## config.mk

```make
export PLATFORM = sky130hd
export DESIGN_NAME = controlador_display_bcd
export DESIGN_NICKNAME = d
export VERILOG_FILES = /design/src/rtl/controlador_display_bcd.sv
export SDC_FILE = /design/constraint.sdc
export NUM_CORES = 1
export LEC_CHECK = 0
export ABC_AREA = 1
export CAP_MARGIN = 25
export CORE_MARGIN = 3
export CORE_UTILIZATION = 45
export CTS_CLUSTER_SIZE = 8
export DETAILED_ROUTE_END_ITERATION = 10
export GPL_TIMING_DRIVEN = 0
export PLACE_DENSITY = 0.77
export SLEW_MARGIN = 20
export SYNTH_ARGS = -nofsm -noshare
export SYNTH_HDL_FRONTEND = slang
export SYNTH_SLANG_ARGS = --single-unit
```

## constraint.sdc

```tcl
create_clock -name clk -period 1.8 [get_ports clk]
set_input_delay 0.36 -clock clk [delete_from_list [all_inputs] [get_ports clk]]
set_output_delay 0.36 -clock clk [all_outputs]
set_load 0.02 [all_outputs]
```

## src/rtl/controlador_display_bcd.sv

```systemverilog
// Binary (0..127) to hundreds/tens/units converter by repeated subtraction, with a
// time-multiplexed digit bus. Optional macro BLANK_ZEROS_EN blanks leading zeros (4'hF).
module controlador_display_bcd #(
    parameter int REFRESH_DIV = 50000
) (
    input  logic       clk,
    input  logic       rst,
    input  logic       in_valid,
    output logic       in_ready,
    input  logic [6:0] in_valor,
    output logic [3:0] centena,
    output logic [3:0] dezena,
    output logic [3:0] unidade,
    output logic       bcd_valid,
    output logic [3:0] digito,
    output logic [2:0] anodo
);
    localparam int CNT_W = (REFRESH_DIV > 2) ? $clog2(REFRESH_DIV) : 1;
    localparam logic [CNT_W-1:0] CNT_LAST = CNT_W'(REFRESH_DIV - 1);

    typedef enum logic [1:0] {IDLE, CONV, DONE} state_t;

    state_t     state, state_nx;
    logic [6:0] residue;
    logic [3:0] acc_c, acc_d, acc_u;
    logic [CNT_W-1:0] scan_cnt;
    logic [1:0] scan_sel;

    always_ff @(posedge clk) begin
        if (rst) state <= IDLE;
        else     state <= state_nx;
    end

    always_comb begin
        state_nx = state;
        in_ready = 1'b0;
        case (state)
            IDLE: begin
                in_ready = 1'b1;
                if (in_valid) state_nx = CONV;
            end
            CONV:    if (residue < 7'd10) state_nx = DONE;
            DONE:    state_nx = IDLE;
            default: state_nx = IDLE;
        endcase
    end

    // One subtraction step per CONV cycle; results become visible only from DONE.
    always_ff @(posedge clk) begin
        if (rst) begin
            residue   <= '0;
            acc_c     <= '0;
            acc_d     <= '0;
            acc_u     <= '0;
            centena   <= '0;
            dezena    <= '0;
            unidade   <= '0;
            bcd_valid <= 1'b0;
        end else begin
            bcd_valid <= 1'b0;
            case (state)
                IDLE: if (in_valid) begin
                    residue <= in_valor;
                    acc_c   <= '0;
                    acc_d   <= '0;
                    acc_u   <= '0;
                end
                CONV: begin
                    if (residue >= 7'd100) begin
                        residue <= residue - 7'd100;
                        acc_c   <= acc_c + 4'd1;
                    end else if (residue >= 7'd10) begin
                        residue <= residue - 7'd10;
                        acc_d   <= acc_d + 4'd1;
                    end else begin
                        acc_u <= residue[3:0];
                    end
                end
                DONE: begin
                    centena   <= acc_c;
                    dezena    <= acc_d;
                    unidade   <= acc_u;
                    bcd_valid <= 1'b1;
                end
                default: ;
            endcase
        end
    end

    // Scan runs free of the FSM so new results never shift the refresh phase.
    always_ff @(posedge clk) begin
        if (rst) begin
            scan_cnt <= '0;
            scan_sel <= 2'd0;
        end else if (scan_cnt == CNT_LAST) begin
            scan_cnt <= '0;
            scan_sel <= (scan_sel == 2'd2) ? 2'd0 : scan_sel + 2'd1;
        end else begin
            scan_cnt <= scan_cnt + 1'b1;
        end
    end

    always_comb begin
        anodo  = 3'b110;
        digito = unidade;
        case (scan_sel)
            2'd1: begin
                anodo  = 3'b101;
                digito = dezena;
`ifdef BLANK_ZEROS_EN
                if (centena == 4'd0 && dezena == 4'd0) digito = 4'hF;
`endif
            end
            2'd2: begin
                anodo  = 3'b011;
                digito = centena;
`ifdef BLANK_ZEROS_EN
                if (centena == 4'd0) digito = 4'hF;
`endif
            end
            default: ;
        endcase
    end
endmodule

```

-- Word level (Yosys, flattened, before mapping)
Index checks and enable logic that the tools add are counted.
- output and inout bits: 21
- register bits after elaboration: 52
- input port bits: 10
- muxes and demuxes: 21
- eq/ne operators: 12
- $lt $le $gt $ge: 3
- reduce and logical (&&, ||, !) cells: 8
- $add $sub $neg: 6
- operators with widths (cell ; count):
    $pmux W4 S2 ; 4
    $mux W4 ; 6
    $mux W7 ; 3
    $add A16 B1 Y16 const B ; 1
    $eq A16 B16 Y1 const B ; 1
    $pmux W7 S2 ; 1
    $ne A2 B2 Y1 const B ; 6
    $add A4 B1 Y4 const B ; 2
    $reduce_and A4 Y1 ; 2
    $ge A7 B4 Y1 const B ; 1
    $ge A7 B7 Y1 const B ; 1
    $lt A7 B4 Y1 const B ; 1
    $sub A7 B4 Y7 const B ; 1
    $sub A7 B7 Y7 const B ; 1
    $mux W2 ; 3
    $pmux W3 S2 ; 1
    $reduce_and A3 Y1 ; 2
    $eq A2 B1 Y1 const B ; 2
    $eq A2 B2 Y1 const B ; 2
    $pmux W2 S2 ; 1
    $ne A3 B3 Y1 const B ; 1
    $add A2 B1 Y2 const B ; 1
    $logic_not A2 Y1 ; 1
    $mux W1 ; 2
    other kinds (3) ; 3

-- Longest topological paths before layout
Gate-level depths: netlist of the first run.
- depth in word-level cells: 4
- depth in mapped cells: 13
- gate-level depth less buffers: 13

-- Worst setup path before layout of the first run
No wires, ideal clock.
- path type: reg-to-output
- start point: register scan_sel[0]
- end point: output port digito[0]
- path slack: -42 ps
- buffers on the path: 1
- data arrival time: 1482 ps
- stages on the path, launching flop included: 6
- required time: 1440 ps
- cell sequence: dfxtp_1 inv_1 ha_1 clkbuf_1 nor2_1 a31oi_1
- cells in the longest elaborated chain, start to end: 2
- elaborated cells between the ends (all ways): 3
- classes of those cells: eq/ne (2); mux (1)
- ends and longest elaborated chain (element ; RTL line ; source):
    from (decl) ; 27 ; logic [1:0] scan_sel;
    from (signal assigned) ; 97 ; scan_sel <= (scan_sel == 2'd2) ? 2'd0 : scan_sel + 2'd1;
    $eq A2 B2 Y1 or $eq A2 B1 Y1 (tied branches) ; 106 ; case (scan_sel)
    $pmux W4 S2 (*) ; 106 ;
    to (decl) ; 15 ; output logic [3:0] digito,
Mark *: on every way between the ends. The rest lies on a longest branch, timed or not.

-- Worst setup path in the final report of the first run
- start point: register scan_sel[1]
- end point: output port digito[2]
The elaborated chain is that of the path after synthesis.

==> impl_metrics.toml, run 1 <==
[worst_setup_path]
reg2reg_slack_ns = 0.09
crit_type = "reg2out"
worst_path_largest_cell_delay_ns = 0.36
cp-start-kind = "flop"
crit_top_cell = "buf_6"
cp_max_fo = 6
crit_slowest_cell = "dfxtp_2"
cp.arrival_ns = 1.42
crit_required_ns = 1.44
cp-end-kind = "output port"
crit_chain = "inv_4 -> ha_4 -> buf_6 -> a31oi_4 -> buf_6"

[routing]
num_vias = 2511
wl_um = 5831
ant_nets = 0
drt_iter0_drc = 145
dr.pass1.iters = 4
via_per_inst = 5.032
wl_per_cell_um = 11.69
remaining_drc_errors = 0

[placed_design]
placed_area_um2 = 3045
io_buffers = 30
gp_congestion = 0.8943
post-place-ws_ns = -0.4344
placed_cells = 485
place_hpwl_um = 4236

[die]
fp-row-count = 27
die-width_um = 82.81
die-area_um2 = 6858
start_util_pct = 47.34
die_h_um = 82.81
ios = 31
core_area_um2 = 5608

[clock_network]
cts-htree-levels = 2
cts_tree = "built"
cts_sinks = 52
hold_buffers = 0
cts-root-buf = "clkbuf_8"
clockBufferDepth = 2
clk_latency_ns = 0.30
path_clk_slew_ns = 0.09
cts_made_buffers = 5

[finish]
synthToLayoutAreaGrowth_pct = 24.74
antenna_cells = 0
fill_cells = 544
drive_above_1_share_pct = 15.46
stdcell_count = 499
nets = 448
design_area_um2 = 3312

[grt]
grt_max_degree = 18
grt_pass1_wl_um = 9418
grt_antenna_before_repair = 0
globalRouteTotalUtil_pct = 16.13
grt_overflow = 0
grt_pass1_vias = 2147

[power]
combPwrFrac_pct = 23.0
clockPowerShare_pct = 29.4
vdd_drop_max_uv = 426.9
switching_power_uw = 843.4
p_leak_uw = 0.001354
p_int_uw = 1877
powerDensity_nw_per_um2 = 821.4
p_sw_share_pct = 31.00
p_seq_share_pct = 47.6
finalPower_uw = 2720

[timing]
fmax_ghz = 0.5630
worst_pin_slew_ns = 0.4715
slew_headroom_pct = 68.57
setup_viol = 0
layout_setup_ws_ns = 0.02383
slew_viol_final = 0
rsz0062_at_grt = "yes"
fin_crit_sh_pct = 98.68
finClkSkew_ns = 0.01035
period_needed_ns = 1.776
fin_tns_setup_ns = 0
hold_violations = 0

[synth]
synth_cells = 383
ys_async_sr_fraction_pct = 0
synth.avg_cell_area_um2 = 6.932
yosys_warnings = 0
synth_seq_cells = 52
synthFlopType = "dfxtp_1"
synthDistinctLibCells = 33
syn_area_um2 = 2655
synth_edf_count = 0
synth.net_count = 405
yosysSeqAreaShare_pct = 39.21

[run]
max_cap_violations = 0

[outcome]
status = "complete, no violations"

[worst_hold_path]
min_path_type = "reg2reg"
routing by layer:
metal / part of all wire (%) / global-route usage [%]
met2: 46 / 26.68
met3: 4.7 / 2.579
met4: 1.6 / 5.349
met1: 47 / 21.43
met5: 0 / 0
cell type report:
cell class	instances	area (µm²)	area share [%]
well taps	72	90.09	2.720
inverters	40	152.6	4.609
plain buffers	8	42.54	1.284
clock inverters	3	46.29	1.398
multi-input cells	282	1503	45.37
repair buffers	37	362.8	10.96
clock buffers	5	68.82	2.078
flip-flops and latches	52	1046	31.58
power groups by stage:
stage	Clock, µW	Sequential (µW)	Combinational [µW]
4_1_cts	829	1290	598
3_5_place_dp	0	1320	599
6_report	801	1290	625
3_3_place_gp	0	1310	586
5_1_grt	869	1310	711
2_1_floorplan	0	1320	414
through the flow:
stage	hold slack, ns	util (%)
6_report	0.4486	59.06
5_1_grt	0.4973	59.06
4_1_cts	0.4526	56.74
3_5_place_dp	0.4395	54.31
3_3_place_gp	0.4349	54.31
2_1_floorplan	0.4175	-
registers in the layout, indices dropped and copies added (netlist names):
register and count:
acc_c 4, bcd_valid 1, acc_d 4, scan_cnt 16, scan_sel 2, acc_u 4
residue 7, dezena 4, centena 4, state 2, unidade 4
logic make-up after synthesis:
group                    share of synthesized area, %
AO/OA/AOI/OAI                                   12.25
XOR/XNOR                                        1.649
adder cells (fa/ha/maj)                         5.655
buffers and inverters                           7.399
flip-flops                                      39.21
AND/OR/NAND/NOR                                 33.84
worst max-delay path: cells and delay by family (launching register included):
family,cells,cell delay [ns]
adders and majority gates,1,0.26
buffers and inverters,3,0.33
AOI/OAI and AO/OA,1,0.17
DFF,1,0.36
repair_timing:
item | CTS | global route
buffers inserted | 1 | 6
resized for setup | 37 | 22
setup endpoints to repair | 7 | 11
endpoints found under the hold margin | 0 | 0
pin swaps | 0 | 7
synthesized netlist by cell type, types with 2 or more instances:
| library cell | number | area, µm² |
|---|---|---|
| nor3_1 | 5 | 25.02 |
| nor2_1 | 66 | 247.7 |
| a21oi_2 | 3 | 26.28 |
| xor2_1 | 4 | 35.03 |
| nand3_1 | 25 | 125.1 |
| inv_2 | 7 | 26.28 |
| nand4_2 | 2 | 25.02 |
| nand2_1 | 84 | 315.3 |
| o21ai_1 | 4 | 20.02 |
| nand4_1 | 3 | 18.77 |
| clkbuf_1 | 6 | 22.52 |
| ha_1 | 12 | 150.1 |
| nand2_2 | 6 | 37.54 |
| inv_1 | 32 | 120.1 |
| nor2_2 | 5 | 31.28 |
| o21ai_0 | 24 | 120.1 |
| dfxtp_1 | 52 | 1041 |
| a31oi_1 | 4 | 25.02 |
| a21oi_1 | 25 | 125.1 |
layout by cell type, fill, tap and decap left out, types with 2 or more instances in the layout:
master / Yosys / layout
nor2_1: 66 / 65
o21ai_1: 4 / 4
dlygate4sd2_1: 0 / 2
nand2_4: 1 / 2
nand4_2: 2 / 2
inv_1: 32 / 30
dfxtp_1: 52 / 48
nand3_1: 25 / 24
clkdlybuf4s50_1: 0 / 22
dfxtp_2: 0 / 4
nand3_2: 1 / 2
nand2_2: 6 / 5
nand4_1: 3 / 3
clkbuf_8: 0 / 5
a31oi_4: 0 / 3
nor2_2: 5 / 6
a21oi_2: 3 / 3
ha_4: 0 / 2
nand2_1: 84 / 84
buf_6: 1 / 6
xor2_1: 4 / 4
nor3_1: 5 / 5
inv_2: 7 / 8
ha_1: 12 / 9
buf_4: 1 / 7
o21ai_0: 24 / 24
clkbuf_1: 6 / 5
a21oi_1: 25 / 25
worst paths after layout:
| kind | from | end | cells past startpoint |
|---|---|---|---|
| setup / recovery | scan_sel[1]$_SDFFE_PP0P_ | digito[2] | 5 |
| hold / removal | scan_cnt[0]$_SDFF_PP0_ | scan_cnt[0]$_SDFF_PP0_ | 1 |
| setup reg to reg | residue[1]$_SDFFE_PP0P_ | acc_c[0]$_SDFFE_PP0P_ | 10 |
| hold reg to reg | scan_cnt[0]$_SDFF_PP0_ | scan_cnt[0]$_SDFF_PP0_ | 1 |
No activity file was read; power rests on OpenSTA's default activity.
==> run 2, diff against run 1 <==
==> constraint.sdc (replaced) <==
create_clock -name clk -period 1.8 [get_ports clk]
set_input_delay 0.36 -clock clk [delete_from_list [all_inputs] [get_ports clk]]
set_output_delay 0.36 -clock clk [all_outputs]
set_load 0.1 [all_outputs]
==> run 2 against run 1 <==
Against the previous run: die area did not move; clock power fell by 13%; fmax fell by 8.9%; sequential power barely moved; count of clock-buffer cells in the layout rose by 1; global-route usage rose by 0.84 points; clock skew fell by 0.0025 ns; sequential share of layout area barely moved; first-iteration DRC count rose by 4.8%; the run now ends with negative setup slack left; final area rose by 0.83%; utilization rose by 0.49 points; combinational power rose by 28%.
==> impl_metrics.toml, run 2 (same netlist as run 1, synthesis figures left out) <==
[clock_network]
clockBufferDepth = 2
cts-htree-levels = 2
cts_sinks = 52
cts_made_buffers = 5
hold_buffers = 0
path_clk_slew_ns = 0.09
clk_latency_ns = 0.30
cts_tree = "built"
cts-root-buf = "clkbuf_8"

[finish]
largest_reg_flops = 16
nets = 443
antenna_cells = 0
final_cell_mix = "nand2_1 (84), nor2_1 (60), dfxtp_1 (40)"
layout_commonest_cell = "nand2_1"
top_regs = "scan_cnt x16, residue x7"
drive_above_1_share_pct = 21.33
top_register = "scan_cnt"
synthToLayoutAreaGrowth_pct = 25.78

[worst_setup_path]
cp_max_fo = 8
cp.arrival_ns = 1.59
cp-start-kind = "flop"
cp-end-kind = "output port"
crit_required_ns = 1.44
crit_type = "reg2out"

[routing]
top_layer = "met4"
route.met3.wl_um = 237
ant_nets = 0
wl_per_cell_um = 11.58
wl_um = 5720
via_per_inst = 5.002
dr.pass1.iters = 4
num_vias = 2471
remaining_drc_errors = 0
wl_met2_um = 2665
met1_length_um = 2749
drt_iter0_drc = 152

[grt]
grt_pass1_vias = 2309
grt_max_degree = 17
grt_antenna_before_repair = 0
grt_overflow = 0
globalRouteTotalUtil_pct = 16.97
grt_pass1_wl_um = 9901

[placed_design]
gp_congestion = 0.8593
place_hpwl_um = 4269
io_buffers = 30
post-place-ws_ns = -0.7303

[power]
p_leak_uw = 0.001342
powerDensity_nw_per_um2 = 836.8
p_int_uw = 1780
combPwrFrac_pct = 28.6
switching_power_uw = 1015
p_seq_share_pct = 46.6
clockPowerShare_pct = 24.8
p_sw_share_pct = 36.31
vdd_drop_max_uv = 472.2

[timing]
setup_viol = 4
hold_violations = 0
fin_tns_setup_ns = -0.5703
fin_crit_sh_pct = 108.3
fmax_ghz = 0.5129
period_needed_ns = 1.950
rsz0062_at_grt = "yes"
worst_pin_slew_ns = 0.5531
finClkSkew_ns = 0.007879
layout_setup_ws_ns = -0.1498
slew_headroom_pct = 63.30
slew_viol_final = 0

[run]
max_cap_violations = 0

[outcome]
failed_checks = "negative setup slack"
status = "finished, violations left"

[die]
die-area_um2 = 6858
die_h_um = 82.81
ios = 31
start_util_pct = 47.34
fp-row-count = 27
die-width_um = 82.81
core_area_um2 = 5608

[worst_hold_path]
min_path_type = "reg2reg"
-- run 2: cell types whose count changed in the layout (fill, tap and decap cells not counted), moves of 3 or more --
cell	delta
buf_6	-5
dfxtp_2	+8
clkdlybuf4s50_1	-13
clkdlybuf4s15_2	+11
nor2_1	-5
buf_12	+4
dfxtp_1	-8
nor2_4	+5
buf_4	-3
-- run 2: what timing repair did --
item                       in CTS  in global routing
gates resized for setup        92                  8
setup buffers                   1                  0
setup endpoints to repair      21                 14
hold endpoints to repair        0                  0
pin swaps                       1                  2
-- run 2: worst max-delay path: stages, from the launching register on --
cell and delay [ns]:
dfxtp_2 0.36, inv_2 0.06, ha_4 0.27, clkbuf_16 0.17, nor2_4 0.05, a31oi_4 0.17
buf_12 0.20
-- run 2: routing by layer --
metal | global-route usage (%) | up-vias
met3 | 2.480 | 7
met4 | 5.349 | 0
met2 | 29.23 | 49
met5 | 0 | -
li1 | - | 1309
met1 | 21.80 | 1106
-- run 2: power groups by stage --
| stage | Sequential (µW) | Clock (µW) | Combinational [µW] |
|---|---|---|---|
| floorplan | 1440 | 0 | 489 |
| global placement | 1320 | 0 | 772 |
| detailed placement | 1320 | 0 | 783 |
| CTS | 1300 | 701 | 795 |
| global route | 1310 | 745 | 895 |
| finish | 1300 | 694 | 798 |
-- run 2: cell type report --
type / instances / area (µm²)
buffer: 9 / 67.56
fill: 521 / 2268
sequential: 52 / 1056
clock buffer: 6 / 82.58
multi-input combinational: 282 / 1535
timing repair buffer: 31 / 342.8
inverter: 40 / 150.1
tap: 72 / 90.09
clock inverter: 2 / 15.01
-- run 2: final timing paths --
kind                                                 to  cells past startpoint  slack [ns]                startpoint
worst max-delay path                          digito[2]                      6       -0.15  scan_sel[0]$_SDFFE_PP0P_
worst min-delay path             scan_cnt[0]$_SDFF_PP0_                      1        0.46    scan_cnt[0]$_SDFF_PP0_
worst max register to register  residue[1]$_SDFFE_PP0P_                     10        0.15   residue[1]$_SDFFE_PP0P_
worst min register to register   scan_cnt[0]$_SDFF_PP0_                      1        0.46    scan_cnt[0]$_SDFF_PP0_
-- run 2: metrics by stage --
step	instance area, µm²	util [%]	hold WS (ns)	total power (µW)	cells
2_1_floorplan	2799	-	0.4175	1930	383
3_3_place_gp	3189	56.87	0.4282	2095	485
3_5_place_dp	3189	56.87	0.4503	2108	485
4_1_cts	3338	59.53	0.4639	2793	494
5_1_grt	3339	59.55	0.4947	2954	494
6_report	3339	59.55	0.4582	2794	494
==> run 3, diff against run 2 <==
Settings changed: CAP_MARGIN 25 to unset, SETUP_SLACK_MARGIN set to 0.4.
==> run 3 against run 2 <==
Against the previous run: the run still ends with negative setup slack left; count of clock-buffer cells in the layout unchanged; combinational power up 70%; critical path type unchanged; non-clock buffer count up 38; register-to-register slack better by 0.11 ns; flip-flop and latch count unchanged; clock skew up 0.0062 ns; die area unchanged; setup slack worse by 0.013 ns; global-route usage up 4.3 points; clock power down 4.0%; critical path depth unchanged.
==> impl_metrics.toml, run 3 (same netlist as run 1, synthesis figures left out) <==
[finish]
synthToLayoutAreaGrowth_pct = 64.28
fill_cells = 348
largest_reg_flops = 16
top_register = "scan_cnt"
fin_util_pct = 77.78
final_cell_mix = "nand2_1 (63), nor2_1 (49), buf_4 (32)"
nets = 481
top_regs = "scan_cnt x16, residue x7"
drive_above_1_share_pct = 50.22
layout_commonest_cell = "nand2_1"
antenna_cells = 0

[routing]
via_per_inst = 5.397
wl_um = 8628
wl_per_cell_um = 16.22
drt_iter0_drc = 184
ant_nets = 0
dr.pass1.iters = 4
remaining_drc_errors = 0
num_vias = 2871

[timing]
fmax_ghz = 0.5095
finClkSkew_ns = 0.01410
slew_viol_final = 0
hold_violations = 0
rsz0062_at_grt = "yes"
timing.hold.ws_ns = 0.4838
fin_crit_sh_pct = 109.0
layout_setup_ws_ns = -0.1628
slew_headroom_pct = 67.26
setup_viol = 4
period_needed_ns = 1.963
worst_pin_slew_ns = 0.4944

[grt]
grt_pass1_wl_um = 12220
grt_antenna_before_repair = 0
grt_overflow = 0
globalRouteTotalUtil_pct = 21.23
grt_pass1_vias = 2713
grt_max_degree = 17

[worst_setup_path]
crit_chain = "inv_2 -> ha_4 -> clkbuf_16 -> nor2_4 -> a31oi_4 -> buf_12"
reg2reg_slack_ns = 0.26
crit_type = "reg2out"
r2r-start = "residue[1]$_SDFFE_PP0P_"
cp-end-kind = "output port"
reg2reg_to = "acc_c[0]$_SDFFE_PP0P_"
cp-start-kind = "flop"
cp.arrival_ns = 1.60
crit_slowest_cell = "dfxtp_2"
worst_path_largest_cell_delay_ns = 0.36
endpoint = "digito[0]"
worstSetupStartpoint = "scan_sel[0]$_SDFFE_PP0P_"
cp_max_fo = 8
reg2reg_depth = 10
crit_required_ns = 1.44

[die]
die-area_um2 = 6858
ios = 31
die-width_um = 82.81
core_area_um2 = 5608
start_util_pct = 47.34
die_h_um = 82.81
fp-row-count = 27

[clock_network]
cts-htree-levels = 2
clockBufferDepth = 2
clk_latency_ns = 0.31
hold_buffers = 0
path_clk_slew_ns = 0.10
cts_made_buffers = 5
cts-root-buf = "clkbuf_8"
cts_tree = "built"
cts_sinks = 52

[power]
vdd_drop_max_uv = 550.6
powerDensity_nw_per_um2 = 769.9
p_leak_uw = 0.001732

[outcome]
status = "finished, violations left"
failed_checks = "negative setup slack"

[placed_design]
io_buffers = 30
place_hpwl_um = 4462
gp_congestion = 0.9053

[run]
max_cap_violations = 0

[worst_hold_path]
min_path_type = "reg2reg"
run 3: changes by cell type in the layout (fill, tap and decap cells not counted), moves of 9 or more:
| cell | change |
|---|---|
| a21oi_1 | -19 |
| a21oi_2 | +18 |
| buf_4 | +28 |
| buf_6 | +16 |
| clkdlybuf4s15_2 | -12 |
| dfxtp_1 | -9 |
| inv_1 | -10 |
| nand2_1 | -21 |
| nand2_4 | +9 |
| nand3_1 | -15 |
| nor2_1 | -11 |
| nor2_4 | +10 |
run 3: timing repair:
action / 4_1_cts / 5_1_grt
gates cloned: 1 / 0
pin swaps: 23 / 44
hold endpoints to repair: 0 / 0
setup endpoints to repair: 72 / 54
buffers inserted: 24 / 14
resized for setup: 212 / 120
run 3: worst min-delay path by stage:
stage / start / endpoint / slack, ns / depth (start not counted)
finish: acc_u[2]$_SDFFE_PP0P_ / acc_u[2]$_SDFFE_PP0P_ / 0.48 / 2
global route: acc_u[2]$_SDFFE_PP0P_ / acc_u[2]$_SDFFE_PP0P_ / 0.49 / 2
CTS: acc_u[2]$_SDFFE_PP0P_ / acc_u[2]$_SDFFE_PP0P_ / 0.47 / 2
detailed placement: scan_cnt[0]$_SDFF_PP0_ / scan_cnt[0]$_SDFF_PP0_ / 0.45 / 1
global placement: scan_cnt[0]$_SDFF_PP0_ / scan_cnt[0]$_SDFF_PP0_ / 0.43 / 1
floorplan: scan_cnt[0]$_SDFF_PP0_ / scan_cnt[0]$_SDFF_PP0_ / 0.42 / 1
run 3: power breakdown:
| part | total (µW) | internal, µW | switching, µW |
|---|---|---|---|
| logic | 1360 | 508 | 856 |
| registers | 1330 | 1230 | 99.5 |
| clock network | 666 | 278 | 388 |
| total | 3360 | 2010 | 1340 |
run 3: final cells by class:
| type | count | area [µm²] | share of cell area, % |
|---|---|---|---|
| multi-input cells | 282 | 2096 | 48.05 |
| repair buffers | 69 | 749.5 | 17.18 |
| flip-flops and latches | 52 | 1080 | 24.76 |
| plain buffers | 9 | 80.08 | 1.836 |
| inverters | 40 | 180.2 | 4.131 |
| clock inverters | 2 | 13.76 | 0.3155 |
| well taps | 72 | 90.09 | 2.065 |
| clock buffers | 6 | 72.57 | 1.664 |
run 3: through the flow:
| stage | setup WS, ns | cells | power [µW] | TNS (ns) | area, µm² |
|---|---|---|---|---|---|
| floorplan | -0.3108 | 383 | 1968 | -1.243 | 2868 |
| global placement | -0.7066 | 485 | 2137 | -4.971 | 3258 |
| detailed placement | -0.7259 | 485 | 2156 | -5.313 | 3258 |
| CTS | -0.1483 | 518 | 3027 | -0.5875 | 3817 |
| global route | -0.2108 | 532 | 3507 | -0.8158 | 4362 |
| finish | -0.1628 | 532 | 3358 | -0.6242 | 4362 |
run 3: layer usage:
metal | GRT usage (%) | vias up | part of all wire, %
met1 | 25.17 | 1350 | 39
met2 | 37.83 | 94 | 52
met4 | 6.984 | 0 | 4.9
met3 | 4.563 | 33 | 4.1
met5 | 0 | - | 0
li1 | - | 1394 | -
run 3: worst max-delay path, delay by kind of cell, from the launching register on:
kind | cells | cell delay, ns
buffers and inverters | 3 | 0.42
AO/OA/AOI/OAI | 1 | 0.16
flip-flops | 1 | 0.36
AND/OR/NAND/NOR | 1 | 0.05
adder cells (fa/ha/maj) | 1 | 0.28
